`config.mk`:
```
export PLATFORM = sky130hd
export DESIGN_NAME = multicycle_cu
export DESIGN_NICKNAME = d
export VERILOG_FILES = /design/src/rtl/cu_pkg.sv /design/src/rtl/alu_decoder.sv /design/src/rtl/multicycle_cu.sv
export SDC_FILE = /design/constraint.sdc
export NUM_CORES = 1
export LEC_CHECK = 0
export CAP_MARGIN = 25
export CORE_ASPECT_RATIO = 1.2
export CORE_UTILIZATION = 48
export CTS_BUF_LIST = sky130_fd_sc_hd__clkbuf_16
export CTS_CLUSTER_DIAMETER = 200
export DETAILED_ROUTE_END_ITERATION = 16
export MAX_ROUTING_LAYER = met4
export PLACE_DENSITY = 0.9
export SLEW_MARGIN = 25
export SYNTH_ARGS = -nofsm -noshare
export SYNTH_HDL_FRONTEND = slang
export SYNTH_HIERARCHICAL = 1
export SYNTH_SLANG_ARGS = --single-unit
export TNS_END_PERCENT = 10
```
`constraint.sdc`:
```
create_clock -name clk -period 3.8 [get_ports clk]
set_input_delay 0.76 -clock clk [delete_from_list [all_inputs] [get_ports clk]]
set_output_delay 0.76 -clock clk [all_outputs]
set_load 0.05 [all_outputs]
```
`src/rtl/cu_pkg.sv`:
```
// Shared definitions for the multi-cycle control unit: opcodes, ALU/immediate
// select encodings and the FSM state type.
package cu_pkg;

    localparam logic [6:0] OP_R      = 7'b0110011;
    localparam logic [6:0] OP_I      = 7'b0010011;
    localparam logic [6:0] OP_LOAD   = 7'b0000011;
    localparam logic [6:0] OP_STORE  = 7'b0100011;
    localparam logic [6:0] OP_BRANCH = 7'b1100011;
    localparam logic [6:0] OP_JAL    = 7'b1101111;
    localparam logic [6:0] OP_LUI    = 7'b0110111;

    typedef enum logic [2:0] {
        ALU_ADD   = 3'b000,
        ALU_SUB   = 3'b001,
        ALU_AND   = 3'b010,
        ALU_OR    = 3'b011,
        ALU_SLT   = 3'b101,
        ALU_PASSB = 3'b111
    } alu_ctrl_t;

    typedef enum logic [2:0] {
        IMM_I = 3'b000,
        IMM_S = 3'b001,
        IMM_B = 3'b010,
        IMM_J = 3'b011,
        IMM_U = 3'b100
    } imm_src_t;

    // Which family of ALU operation the current state asks for.
    typedef enum logic [1:0] {
        CLS_ADD,
        CLS_SUB,
        CLS_FUNCT,
        CLS_PASSB
    } alu_class_t;

    typedef enum logic [3:0] {
        S_FETCH,
        S_DECODE,
        S_MEMADR,
        S_MEMREAD,
        S_MEMWB,
        S_MEMWRITE,
        S_EXEC_R,
        S_EXEC_I,
        S_ALUWB,
        S_BRANCH,
        S_JAL,
        S_LUI
    } state_t;

endpackage

```
`src/rtl/alu_decoder.sv`:
```
// Maps the state's ALU class plus funct3/funct7[5] to an ALU operation and
// flags funct3 values the arithmetic datapath does not implement.
module alu_decoder
    import cu_pkg::*;
(
    input  alu_class_t i_class,
    input  logic [2:0] i_funct3,
    input  logic       i_sub_en,
    output alu_ctrl_t  o_alu_ctrl,
    output logic       o_funct3_bad
);

    alu_ctrl_t w_funct_op;

    always_comb begin
        w_funct_op   = ALU_ADD;
        o_funct3_bad = 1'b0;
        case (i_funct3)
            3'b000:  w_funct_op = i_sub_en ? ALU_SUB : ALU_ADD;
            3'b111:  w_funct_op = ALU_AND;
            3'b110:  w_funct_op = ALU_OR;
            3'b010:  w_funct_op = ALU_SLT;
            default: o_funct3_bad = 1'b1;
        endcase
    end

    always_comb begin
        o_alu_ctrl = ALU_ADD;
        case (i_class)
            CLS_SUB:   o_alu_ctrl = ALU_SUB;
            CLS_FUNCT: o_alu_ctrl = w_funct_op;
            CLS_PASSB: o_alu_ctrl = ALU_PASSB;
            default:   o_alu_ctrl = ALU_ADD;
        endcase
    end

endmodule

```
`src/rtl/multicycle_cu.sv`:
```
// Multi-cycle Moore control unit: sequences each instruction through
// fetch/decode/execute/memory/writeback and counts retired instructions.
module multicycle_cu
    import cu_pkg::*;
#(
    parameter int ADDRESS_WIDTH = 32,
    parameter int RETIRE_WIDTH  = 32,
    parameter bit BNE_EN        = 1'b1
) (
    input  logic                    clk,
    input  logic                    rst_n,
    input  logic [ADDRESS_WIDTH-1:0] instr,
    input  logic                    EQ,
    input  logic                    mem_ready,
    output logic                    PCWrite,
    output logic                    IRWrite,
    output logic                    AdrSrc,
    output logic                    MemWrite,
    output logic                    RegWrite,
    output logic [1:0]              ResultSrc,
    output logic [1:0]              ALUsrcA,
    output logic [1:0]              ALUsrcB,
    output logic [2:0]              ImmSrc,
    output logic [2:0]              ALUctrl,
    output logic                    illegal,
    output logic [RETIRE_WIDTH-1:0] retired
);

    state_t                  r_state;
    state_t                  w_state_next;
    state_t                  w_decode_next;
    logic [RETIRE_WIDTH-1:0] r_retired;
    logic                    w_retire;
    alu_class_t              w_class;
    alu_ctrl_t               w_alu_ctrl;
    logic                    w_funct3_bad;
    logic                    w_branch_ok;
    logic [6:0]              w_opcode;
    logic [2:0]              w_funct3;
    logic                    w_unused_instr;

    assign w_opcode       = instr[6:0];
    assign w_funct3       = instr[14:12];
    assign w_unused_instr = ^instr;
    assign w_branch_ok    = (w_funct3 == 3'b000) || ((w_funct3 == 3'b001) && BNE_EN);
    assign retired        = r_retired;

    always_comb begin
        w_class = CLS_ADD;
        case (r_state)
            S_EXEC_R, S_EXEC_I: w_class = CLS_FUNCT;
            S_BRANCH:           w_class = CLS_SUB;
            S_LUI:              w_class = CLS_PASSB;
            default:            w_class = CLS_ADD;
        endcase
    end

    alu_decoder u_alu_decoder (
        .i_class      (w_class),
        .i_funct3     (w_funct3),
        .i_sub_en     (instr[30] && (r_state == S_EXEC_R)),
        .o_alu_ctrl   (w_alu_ctrl),
        .o_funct3_bad (w_funct3_bad)
    );

    // Anything that cannot execute falls straight back to FETCH from DECODE.
    always_comb begin
        w_decode_next = S_FETCH;
        case (w_opcode)
            OP_LOAD, OP_STORE: w_decode_next = S_MEMADR;
            OP_R:      w_decode_next = w_funct3_bad ? S_FETCH : S_EXEC_R;
            OP_I:      w_decode_next = w_funct3_bad ? S_FETCH : S_EXEC_I;
            OP_BRANCH: w_decode_next = w_branch_ok ? S_BRANCH : S_FETCH;
            OP_JAL:    w_decode_next = S_JAL;
            OP_LUI:    w_decode_next = S_LUI;
            default:   w_decode_next = S_FETCH;
        endcase
    end

    always_comb begin
        w_state_next = r_state;
        w_retire     = 1'b0;
        PCWrite      = 1'b0;
        IRWrite      = 1'b0;
        AdrSrc       = 1'b0;
        MemWrite     = 1'b0;
        RegWrite     = 1'b0;
        ResultSrc    = 2'b00;
        ALUsrcA      = 2'b00;
        ALUsrcB      = 2'b00;
        ImmSrc       = IMM_I;
        ALUctrl      = w_alu_ctrl;
        illegal      = 1'b0;
        case (r_state)
            S_FETCH: begin
                PCWrite   = mem_ready;
                IRWrite   = mem_ready;
                ALUsrcB   = 2'b10;
                ResultSrc = 2'b10;
                if (mem_ready) w_state_next = S_DECODE;
            end
            S_DECODE: begin
                ALUsrcA      = 2'b01;
                ALUsrcB      = 2'b01;
                ImmSrc       = IMM_B;
                illegal      = (w_decode_next == S_FETCH);
                w_state_next = w_decode_next;
            end
            S_MEMADR: begin
                ALUsrcA      = 2'b10;
                ALUsrcB      = 2'b01;
                ImmSrc       = (w_opcode == OP_STORE) ? IMM_S : IMM_I;
                w_state_next = (w_opcode == OP_STORE) ? S_MEMWRITE : S_MEMREAD;
            end
            S_MEMREAD: begin
                AdrSrc = 1'b1;
                if (mem_ready) w_state_next = S_MEMWB;
            end
            S_MEMWB: begin
                ResultSrc    = 2'b01;
                RegWrite     = 1'b1;
                w_retire     = 1'b1;
                w_state_next = S_FETCH;
            end
            S_MEMWRITE: begin
                AdrSrc   = 1'b1;
                MemWrite = 1'b1;
                w_retire = mem_ready;
                if (mem_ready) w_state_next = S_FETCH;
            end
            S_EXEC_R: begin
                ALUsrcA      = 2'b10;
                w_state_next = S_ALUWB;
            end
            S_EXEC_I: begin
                ALUsrcA      = 2'b10;
                ALUsrcB      = 2'b01;
                w_state_next = S_ALUWB;
            end
            S_ALUWB: begin
                RegWrite     = 1'b1;
                w_retire     = 1'b1;
                w_state_next = S_FETCH;
            end
            S_BRANCH: begin
                ALUsrcA      = 2'b10;
                PCWrite      = ((w_funct3 == 3'b000) && EQ) ||
                               ((w_funct3 == 3'b001) && !EQ && BNE_EN);
                w_retire     = 1'b1;
                w_state_next = S_FETCH;
            end
            S_JAL: begin
                ALUsrcA      = 2'b01;
                ALUsrcB      = 2'b10;
                PCWrite      = 1'b1;
                w_state_next = S_ALUWB;
            end
            S_LUI: begin
                ALUsrcB      = 2'b01;
                ImmSrc       = IMM_U;
                w_state_next = S_ALUWB;
            end
            default: w_state_next = S_FETCH;
        endcase
        // Outputs are forced low for the whole time reset is held.
        if (!rst_n) begin
            PCWrite   = 1'b0;
            IRWrite   = 1'b0;
            AdrSrc    = 1'b0;
            MemWrite  = 1'b0;
            RegWrite  = 1'b0;
            ResultSrc = 2'b00;
            ALUsrcA   = 2'b00;
            ALUsrcB   = 2'b00;
            ImmSrc    = 3'b000;
            ALUctrl   = 3'b000;
            illegal   = 1'b0;
        end
    end

    always_ff @(posedge clk or negedge rst_n) begin
        if (!rst_n) begin
            r_state   <= S_FETCH;
            r_retired <= '0;
        end else begin
            r_state <= w_state_next;
            if (w_retire) r_retired <= r_retired + {{(RETIRE_WIDTH-1){1'b0}}, 1'b1};
        end
    end

endmodule

```
==> results of run 1 <==
-- synth_stat cells, types with 2 or more instances --
| cell type | instances | share of area |
|---|---|---|
| nand4_1 | 5 | 0.014 |
| nor3_1 | 9 | 0.020 |
| nor2b_1 | 5 | 0.014 |
| and3_1 | 11 | 0.031 |
| a31oi_1 | 3 | 0.0084 |
| a21oi_1 | 8 | 0.018 |
| nor2_1 | 22 | 0.037 |
| and2_1 | 5 | 0.014 |
| nand3_1 | 11 | 0.025 |
| xor2_1 | 18 | 0.071 |
| xnor2_1 | 16 | 0.063 |
| nand3_2 | 2 | 0.0090 |
| nand2b_1 | 7 | 0.020 |
| mux2i_1 | 2 | 0.0090 |
| nand2_1 | 20 | 0.034 |
| dfrtp_1 | 36 | 0.40 |
| or3_1 | 3 | 0.0084 |
| nor3_2 | 5 | 0.022 |
| nor4_2 | 2 | 0.011 |
| inv_1 | 7 | 0.012 |
| buf_1 | 2 | 0.0034 |
| o21a_1 | 2 | 0.0067 |
| buf_4 | 2 | 0.0067 |
| clkbuf_1 | 3 | 0.0050 |
-- cells by family after synthesis --
logic type                 count (synthesis)  synth area share
DFF                                       36             0.403
adders and majority gates                  1           0.00560
AOI/OAI and AO/OA                         27            0.0884
muxes                                      3            0.0140
xor gates and xnor gates                  34             0.133
buffers and inverters                     14            0.0269
and+or+nand+nor                          121             0.329
-- worst paths after layout --
path / to / depth (start not counted)
max reg2reg: retired[28]$_DFFE_PN0P_ / 5
min reg2reg: retired[31]$_DFFE_PN0P_ / 1
max: ALUsrcB[0] / 6
max in group asynchronous: r_state[3]$_DFFE_PN0P_ / 2
min: r_state[2]$_DFFE_PN0P_ / 1
min in group clk: retired[31]$_DFFE_PN0P_ / 1
-- where the power goes --
group / internal (W) / switching [W]
Clock: 0.000308 / 0.000158
Sequential: 0.000406 / 0.0000377
Combinational: 0.000128 / 0.000235
-- sequential cells by signal, summed over array words and instances (netlist names) --
| name | cells |
|---|---|
| retired | 32 |
| r_state | 4 |
-- through the flow --
step	hold WS (ps)	instance area [sq um]
finish	336	3090
global route	338	3090
CTS	334	3090
detailed placement	475	2920
global placement	455	2920
floorplan	464	2240
-- routing by layer --
metal | track usage | up-vias
met5 | - | -
li1 | - | 957
met4 | 0.113 | 0
met3 | 0.0521 | 13
met2 | 0.452 | 78
met1 | 0.262 | 953
-- area by class of cell --
cell class,count,area [sq um],area share
clock inverter,3,42.5,0.0138
inverter,7,26.3,0.00850
sequential,36,901,0.291
clock buffer,5,125,0.0405
timing repair buffer,67,651,0.211
tap,56,70.1,0.0227
multi-input combinational,186,1270,0.413
-- worst max-delay path, cell delays in order (launching register included) --
cell and delay [ps]:
dfrtp_1 520, nor2b_1 570, nor2_1 180, nand2_1 110, o211ai_1 90, a21boi_0 250
clkdlybuf4s50_1 850
==> results by group, run 1 <==
Outcome
  – Status: finished clean

Routing
  – Max Used Layer: met4
  – Vias per inst: 5.56
  – Average wire per standard cell: 15.8 um
  – DRC: 0
  – Via count: between 2k and 2.5k
  – Routed WL: roughly 5700 um
  – Met2 wire length: 3160 um
  – Met1 WL: between 2000 and 2500 um
  – DR iter-0 viols: around 140
  – Wire length on met3: roughly 260 um
  – DR pass1 iterations: 4
  – Final ANT Viol Nets: 0

Floorplan
  – DIE AREA: a little under 5000 sq um
  – I/O pin count: between 80 and 90
  – Initial Utilization: 0.513
  – Die width: between 60 and 70 um
  – Core Area: 4360 sq um
  – Rows: 26
  – DIE HEIGHT: between 70 and 80 um

Setup path
  – WP data required: approximately 3000 ps
  – Register-to-Register Setup Slack: 1620 ps
  – Maximum fanout along the worst path: 9
  – Startpoint types: flip-flop
  – Crit. End Element: output pin
  – CP startpoint: r_state[2]$_DFFE_PN0P_
  – Worst path arrival time: 2850 ps
  – Critical setup path kind: flip-flop to output pin
  – RR Startpoint: r_state[2]$_DFFE_PN0P_

Finish
  – Fill cells: around 330
  – Ratio of cells with drive above 1 in the final layout: 0.128
  – Finished Layout Cells: 360
  – Antenna diodes: 0
  – Final core utilization: 0.709
  – Most frequent cells in the layout: clkdlybuf4s50_1, dfrtp_1, nor2_1
  – P&R area growth vs syn: 38.2%
  – Commonest non-fill, non-tap cell in the layout: clkdlybuf4s50_1
  – Nets: 340

GRT
  – Antenna violations before repair: 0
  – Vias in the first global route: between 2k and 2.5k
  – Grt total ovfl: 0
  – Largest net degree at the start of global routing: 36
  – First-pass GRT wire length: about 9500 um
  – Total Routing Usage GR: 0.253

Clock network
  – Root buffer cell: clkbuf_16
  – Htree depth: 2
  – Clk slew on worst S/H paths: 50 ps
  – CTS tree: done
  – Clock Tree Buf Depth: 2
  – CTS sink count: 36
  – Post-CTS resize count: 0
  – Num CTS Buffers: 5
  – Worst skew pair latency: 280 ps
  – # Post-CTS Setup Buffers: 0
  – Cts hold-fix bufs: 0

Logic synthesis
  – Seq/Total Area, Yosys: 0.403
  – Post-Synthesis Cell Area: 2240 sq um
  – Synthesized Nets: around 270
  – Yosys warnings: 6
  – Count of different cell masters after synthesis: 54
  – Post-Syn Area per Cell: ~9.5 sq um
  – Post-synth ARST share: 1.00
  – Seq cells post-synth: 36
  – Synth Instances: ~240
  – Number of flops mapped to enable cells by yosys: 0
  – Synth Flop Type: dfrtp_1

STA
  – Fin crit share: 0.949
  – RSZ-0062 raised after global routing: false
  – Slew @ Worst Pin: around 620 ps
  – Final Max Tran Viols: 0
  – Worst slew margin: 0.589
  – Highest Clock Rate: 277 MHz
  – Minimum clock period: 3610 ps
  – Final worst slack: ~190 ps
  – Final Hold Viols: 0
  – Final setup vio count: 0
  – Worst Skew: about 4.5 ps
  – Setup TNS: 0 ps

Placed design
  – RePlAce Congestion: between 0.8 and 0.9
  – I/O Buffers: 64
  – Post-placement cell count: ~350
  – Dpl ws: ~540 ps
  – DP HPWL: a little under 4000 um

Power and ir drop
  – Total power: around 0.0013 W
  – Leak: around 1.4 nW
  – Max IR drop VDD: 0.000225 V
  – P per Cell Area: roughly 410 nW/um^2

Run
  – Max cap viols: 0

Min path
  – Hold/Removal Path Class: input pin to asynchronous set/reset pin
Power figures use the tool's default switching activity.
==> run 2, diff against run 1 <==
--- a/config.mk
+++ b/config.mk
@@ -7,12 +7,11 @@
 export LEC_CHECK = 0
 export CAP_MARGIN = 25
 export CORE_ASPECT_RATIO = 1.2
-export CORE_UTILIZATION = 48
+export CORE_UTILIZATION = 40
 export CTS_BUF_LIST = sky130_fd_sc_hd__clkbuf_16
-export CTS_CLUSTER_DIAMETER = 200
 export DETAILED_ROUTE_END_ITERATION = 16
 export MAX_ROUTING_LAYER = met4
-export PLACE_DENSITY = 0.9
+export PLACE_DENSITY = 0.77
 export SLEW_MARGIN = 25
 export SYNTH_ARGS = -nofsm -noshare
 export SYNTH_HDL_FRONTEND = slang
==> run 2 against run 1 <==
Net effect:
- wire length fell by 9.6%
- combinational power increased by 3%
- clock power decreased by 18%
- sequential share of layout area up 0.15 points
- sequential cell count stayed put
- cell area decreased by 0.53%
- global-route usage decreased by 6.4 points
- register-to-register slack better by 260 ps
- first-iteration DRC count decreased by 28%
- setup slack improved by 180 ps
- clock-buffer cell count stayed put
- non-clock buffer count grew 1
- largest power group is now sequential cells
- highest routed layer unchanged
==> results by group, run 2 (synthesized netlist as in run 1, its figures left out) <==
GRT
  – Vias in the first global route: 1967 (was 2009)
  – Grt total ovfl: 0 (unchanged)
  – Antenna violations before repair: 0 (unchanged)
  – First-pass GRT wire length: 8780 um (was 9460 um)
  – Total Routing Usage GR: 0.189 (was 0.253)
  – Largest net degree at the start of global routing: 27 (was 36)

Floorplan
  – Die width: 70.3 um (was 64.3 um)
  – DIE AREA: 5890 sq um (was 4940 sq um)
  – Core Area: 5330 sq um (was 4360 sq um)
  – DIE HEIGHT: 83.9 um (was 76.8 um)
  – Rows: 29 (was 26)
  – Initial Utilization: 0.419 (was 0.513)
  – I/O pin count: 86 (unchanged)

STA
  – Worst Skew: 3.83 ps (was 4.48 ps)
  – Final Hold Viols: 0 (unchanged)
  – RSZ-0062 raised after global routing: false (unchanged)
  – Final setup vio count: 0 (unchanged)
  – Minimum clock period: 3430 ps (was 3610 ps)
  – Final Max Tran Viols: 0 (unchanged)
  – Worst slew margin: 0.629 (was 0.589)
  – Fin crit share: 0.903 (was 0.949)
  – Slew @ Worst Pin: 556 ps (was 616 ps)
  – Final worst slack: 368 ps (was 193 ps)
  – Highest Clock Rate: 291 MHz (was 277 MHz)
  – Setup TNS: 0 ps (unchanged)

Clock network
  – CTS sink count: 36 (unchanged)
  – Htree depth: 2 (unchanged)
  – Clk slew on worst S/H paths: 50 ps (about the same)
  – Worst skew pair latency: 280 ps (about the same)
  – Num CTS Buffers: 5 (unchanged)
  – Clock Tree Buf Depth: 2 (unchanged)
  – CTS tree: done (unchanged)
  – Root buffer cell: clkbuf_16 (unchanged)
  – Post-CTS resize count: 0 (unchanged)
  – Cts hold-fix bufs: 0 (unchanged)
  – # Post-CTS Setup Buffers: 0 (unchanged)

Finish
  – Max FFs per register: 32 (unchanged)
  – Fill cells: 472 (was 329)
  – Seq. cell area: 901 sq um (unchanged)
  – Antenna diodes: 0 (unchanged)
  – P&R area growth vs syn: 37.5% (was 38.2%)
  – Commonest non-fill, non-tap cell in the layout: clkdlybuf4s50_1 (unchanged)
  – Multi-input gate area: 1270 sq um (unchanged)
  – Nets: 341 (was 340)
  – Ratio of cells with drive above 1 in the final layout: 0.121 (was 0.128)
  – Most frequent cells in the layout: clkdlybuf4s50_1, dfrtp_1, nor2_1 (unchanged)

Setup path
  – WP data required: 3040 ps (about the same)
  – CP startpoint: r_state[2]$_DFFE_PN0P_ (unchanged)
  – Crit. End Element: output pin (unchanged)
  – Startpoint types: flip-flop (unchanged)
  – RR Startpoint: r_state[3]$_DFFE_PN0P_ (was r_state[2]$_DFFE_PN0P_)
  – Critical setup path kind: flip-flop to output pin (unchanged)
  – Worst path arrival time: 2670 ps (was 2850 ps)
  – Maximum fanout along the worst path: 9 (unchanged)

Routing
  – Average wire per standard cell: 14.0 um (was 15.8 um)
  – Final ANT Viol Nets: 0 (unchanged)
  – Routed WL: 5130 um (was 5680 um)
  – DR pass1 iterations: 4 (unchanged)
  – Via count: 1936 (was 2001)
  – DRC: 0 (unchanged)
  – DR iter-0 viols: 97 (was 135)
  – Vias per inst: 5.28 (was 5.56)

Power and ir drop
  – Comb pwr share: 0.315 (was 0.285)
  – P per Cell Area: 387 nW/um^2 (was 412 nW/um^2)
  – Pint: 0.000774 W (was 0.000842 W)
  – Register share of total power: 0.365 (was 0.349)
  – Switching power: 0.000417 W (was 0.000430 W)
  – Switch share: 0.350 (was 0.338)
  – Clock share of power: 0.320 (was 0.366)
  – Leak: 1.39 nW (about the same)
  – Max IR drop VDD: 0.000207 V (was 0.000225 V)

Placed design
  – DP HPWL: 3890 um (was 3880 um)
  – RePlAce Congestion: 0.895 (was 0.872)
  – Dpl ws: 533 ps (was 544 ps)
  – I/O Buffers: 64 (unchanged)

Outcome
  – Status: finished clean (unchanged)

Min path
  – Hold/Removal Path Class: input pin to asynchronous set/reset pin (unchanged)

Run
  – Max cap viols: 0 (unchanged)
[run 2: power by group through the flow]
stage	clock network [W]	registers [W]	logic [W]
4_1_cts	0.000388	0.000435	0.000375
6_report	0.000381	0.000435	0.000375
3_5_place_dp	0	0.000441	0.000374
3_3_place_gp	0	0.000440	0.000373
2_1_floorplan	0	0.000491	0.000191
5_1_grt	0.000411	0.000439	0.000399
[run 2: metal layers]
metal / GRT usage / vias to the layer above / wire length, um
met5: - / - / 0
met4: 0.0582 / 0 / 62
met3: 0.0399 / 8 / 206
met2: 0.332 / 54 / 2650
met1: 0.212 / 913 / 2210
li1: - / 961 / -
[run 2: final timing paths]
kind,cells past startpoint,end,slack [ps]
setup / recovery,7,ALUctrl[0],370
max in group asynchronous,2,retired[17]$_DFFE_PN0P_,2650
hold reg to reg,1,retired[31]$_DFFE_PN0P_,460
hold / removal,1,retired[28]$_DFFE_PN0P_,460
min in group clk,1,retired[31]$_DFFE_PN0P_,460
setup reg to reg,6,retired[28]$_DFFE_PN0P_,1880
[run 2: final cells by class]
type                            count  share of cell area
Timing Repair Buffer               68               0.214
Inverter                            7             0.00855
Clock inverter                      3             0.00366
Clock buffer                        5              0.0407
Sequential cell                    36               0.293
Multi-Input combinational cell    186               0.415
Tap cell                           62              0.0252
[run 2: per-stage QoR]
| stage | cells | power, W | hold WS [ps] | util | cell area (sq um) |
|---|---|---|---|---|---|
| 2_1_floorplan | 236 | 0.000682 | 464 | - | 2240 |
| 3_3_place_gp | 359 | 0.000813 | 457 | 0.551 | 2940 |
| 3_5_place_dp | 359 | 0.000815 | 456 | 0.551 | 2940 |
| 4_1_cts | 367 | 0.00120 | 467 | 0.576 | 3070 |
| 5_1_grt | 367 | 0.00125 | 500 | 0.576 | 3070 |
| 6_report | 367 | 0.00119 | 460 | 0.576 | 3070 |
[run 2: critical path: stages, from the launching register on]
cell             delay (ps)
dfrtp_1                 480
nor2b_1                 240
and2_1                  250
o21a_1                  190
nor2b_4                 150
a2bb2oi_1               140
and2_1                  140
clkdlybuf4s50_1         800
==> RTL change (config.mk and constraints of run 2) <==
The parameter `BNE_EN` goes from 1'b1 to 1'b0.
--- a/src/rtl/multicycle_cu.sv
+++ b/src/rtl/multicycle_cu.sv
@@ -6,5 +6,5 @@
     parameter int ADDRESS_WIDTH = 32,
     parameter int RETIRE_WIDTH  = 32,
-    parameter bit BNE_EN        = 1'b1
+    parameter bit BNE_EN        = 1'b0
 ) (
     input  logic                    clk,
Formal check against the unedited RTL: not equivalent (a bounded check fails within 4 cycles, from zero or initial values and one cycle with rst_n low).
==> RTL change against run 2 <==
Design area down 2.4%; hold slack worse by 40 ps; area after synthesis down 3.5%; maximum frequency down 4.2%; power up 0.59%; wire length down 3.1%; sequential cell count unchanged; worst setup slack worse by 150 ps.
==> RTL change: results <==
[placed_design]
place_hpwl_um = 3660
place_congestion = 0.812
dp_slack_ps = 475
dp_cells = 347

[sta]
worst_slew_pin_slew_ps = 516
skew_ps = 7.39

[cts]
insertion_delay_ps = 280
postCtsResizedCells = 0
numCtsBuffers = 5

[layout]
drive_gt1_frac = 0.105
final_nets = 331
fill_cells = 473
instances_no_fill = 355

[synth]
synth_nets = 264
ys_types = 50
seq_area_frac_synth = 0.417
avgSynthCellArea_sq_um = 9.51
synthTopCellsByArea = "dfrtp_1 (42%), xnor2_1 (11%), nand2_1 (4.0%), and3_1 (3.5%), nand3_1 (3.2%)"
synthTopCellsByCount = "dfrtp_1 (36), xnor2_1 (26), nand2_1 (23), nand3_1 (14), nor2_1 (14)"

[global_routing]
grtUsageMet1 = 0.235
grt_pass1_wl_um = 8380
first_global_vias = 1806
grt.met3_usage = 0.0364
grt_usage = 0.191
gr-usage-met2 = 0.306

[worst_setup_path]
crit_family = "simple AND/OR/NAND/NOR gates"
crit_arrival_ps = 2820
critPathMaxFanout = 15

[drt]
routedWlPerCell_um = 14.0
met2WireLength_um = 2440
drt_iter0_drc = 78
vias_per_cell = 5.49
routed-wl-met3_um = 149
met1_length_um = 2290

[power_and_ir_drop]
ir_worst_vdd_mv = 0.295
cellLeakagePower_nw = 1.28

[outcome]
status = "finished, final reports clean"
==> RTL change: cell types whose count changed in the layout (fill, tap and decap cells not counted), sizes merged, moves of 3 or more <==
cell / delta
and4: +3
inv: -5
nand2: +3
nand2b: -3
nor2: -8
nor3: -8
nor3b: +3
o21ai: +3
xnor2: +10
xor2: -11
==> RTL change: final timing paths <==
| check | start | end | cells after the start | slack (ps) |
|---|---|---|---|---|
| worst max-delay path | r_state[3] | ALUctrl[2] | 7 | 220 |
| worst min-delay path | rst_n | retired[14] | 1 | 420 |
| worst max register to register | r_state[3] | retired[29] | 5 | 1760 |
| worst min register to register | retired[31] | retired[31] | 1 | 460 |
| max in group asynchronous | rst_n | retired[2] | 2 | 2700 |
| min in group clk | retired[31] | retired[31] | 1 | 460 |
==> RTL change: power by group <==
part	switching [mW]	internal [mW]	total, mW
combinational	0.198	0.110	0.308
sequential	0.0286	0.403	0.431
clock	0.154	0.305	0.458
==> RTL change: kinds of logic (layout without fill, tap and decap cells) <==
logic type,Yosys count,in the layout,share of synthesized area
simple gates,116,116,0.322
flops,36,36,0.417
xor+xnor,33,33,0.134
compound gates,26,26,0.0806
buf+inv,12,80,0.0261
mux,3,3,0.0145
fa+ha+maj,1,1,0.00580
==> RTL change: stage by stage <==
step	total power, mW	cell area, sq um	utilization	hold slack (ps)
floorplan	0.637	2160	-	464
finish	1.20	3000	0.595	420
global placement	0.739	2840	0.563	461
global route	1.25	3000	0.595	440
CTS	1.20	3000	0.595	416
detailed placement	0.747	2840	0.563	466
==> RTL change: final cells by class <==
type,count,area share
multi-input combinational,179,0.400
sequential,36,0.300
timing repair buffer,68,0.215
clock buffer,5,0.0417
tap,60,0.0250
clock inverter,3,0.0125
inverter,4,0.00500
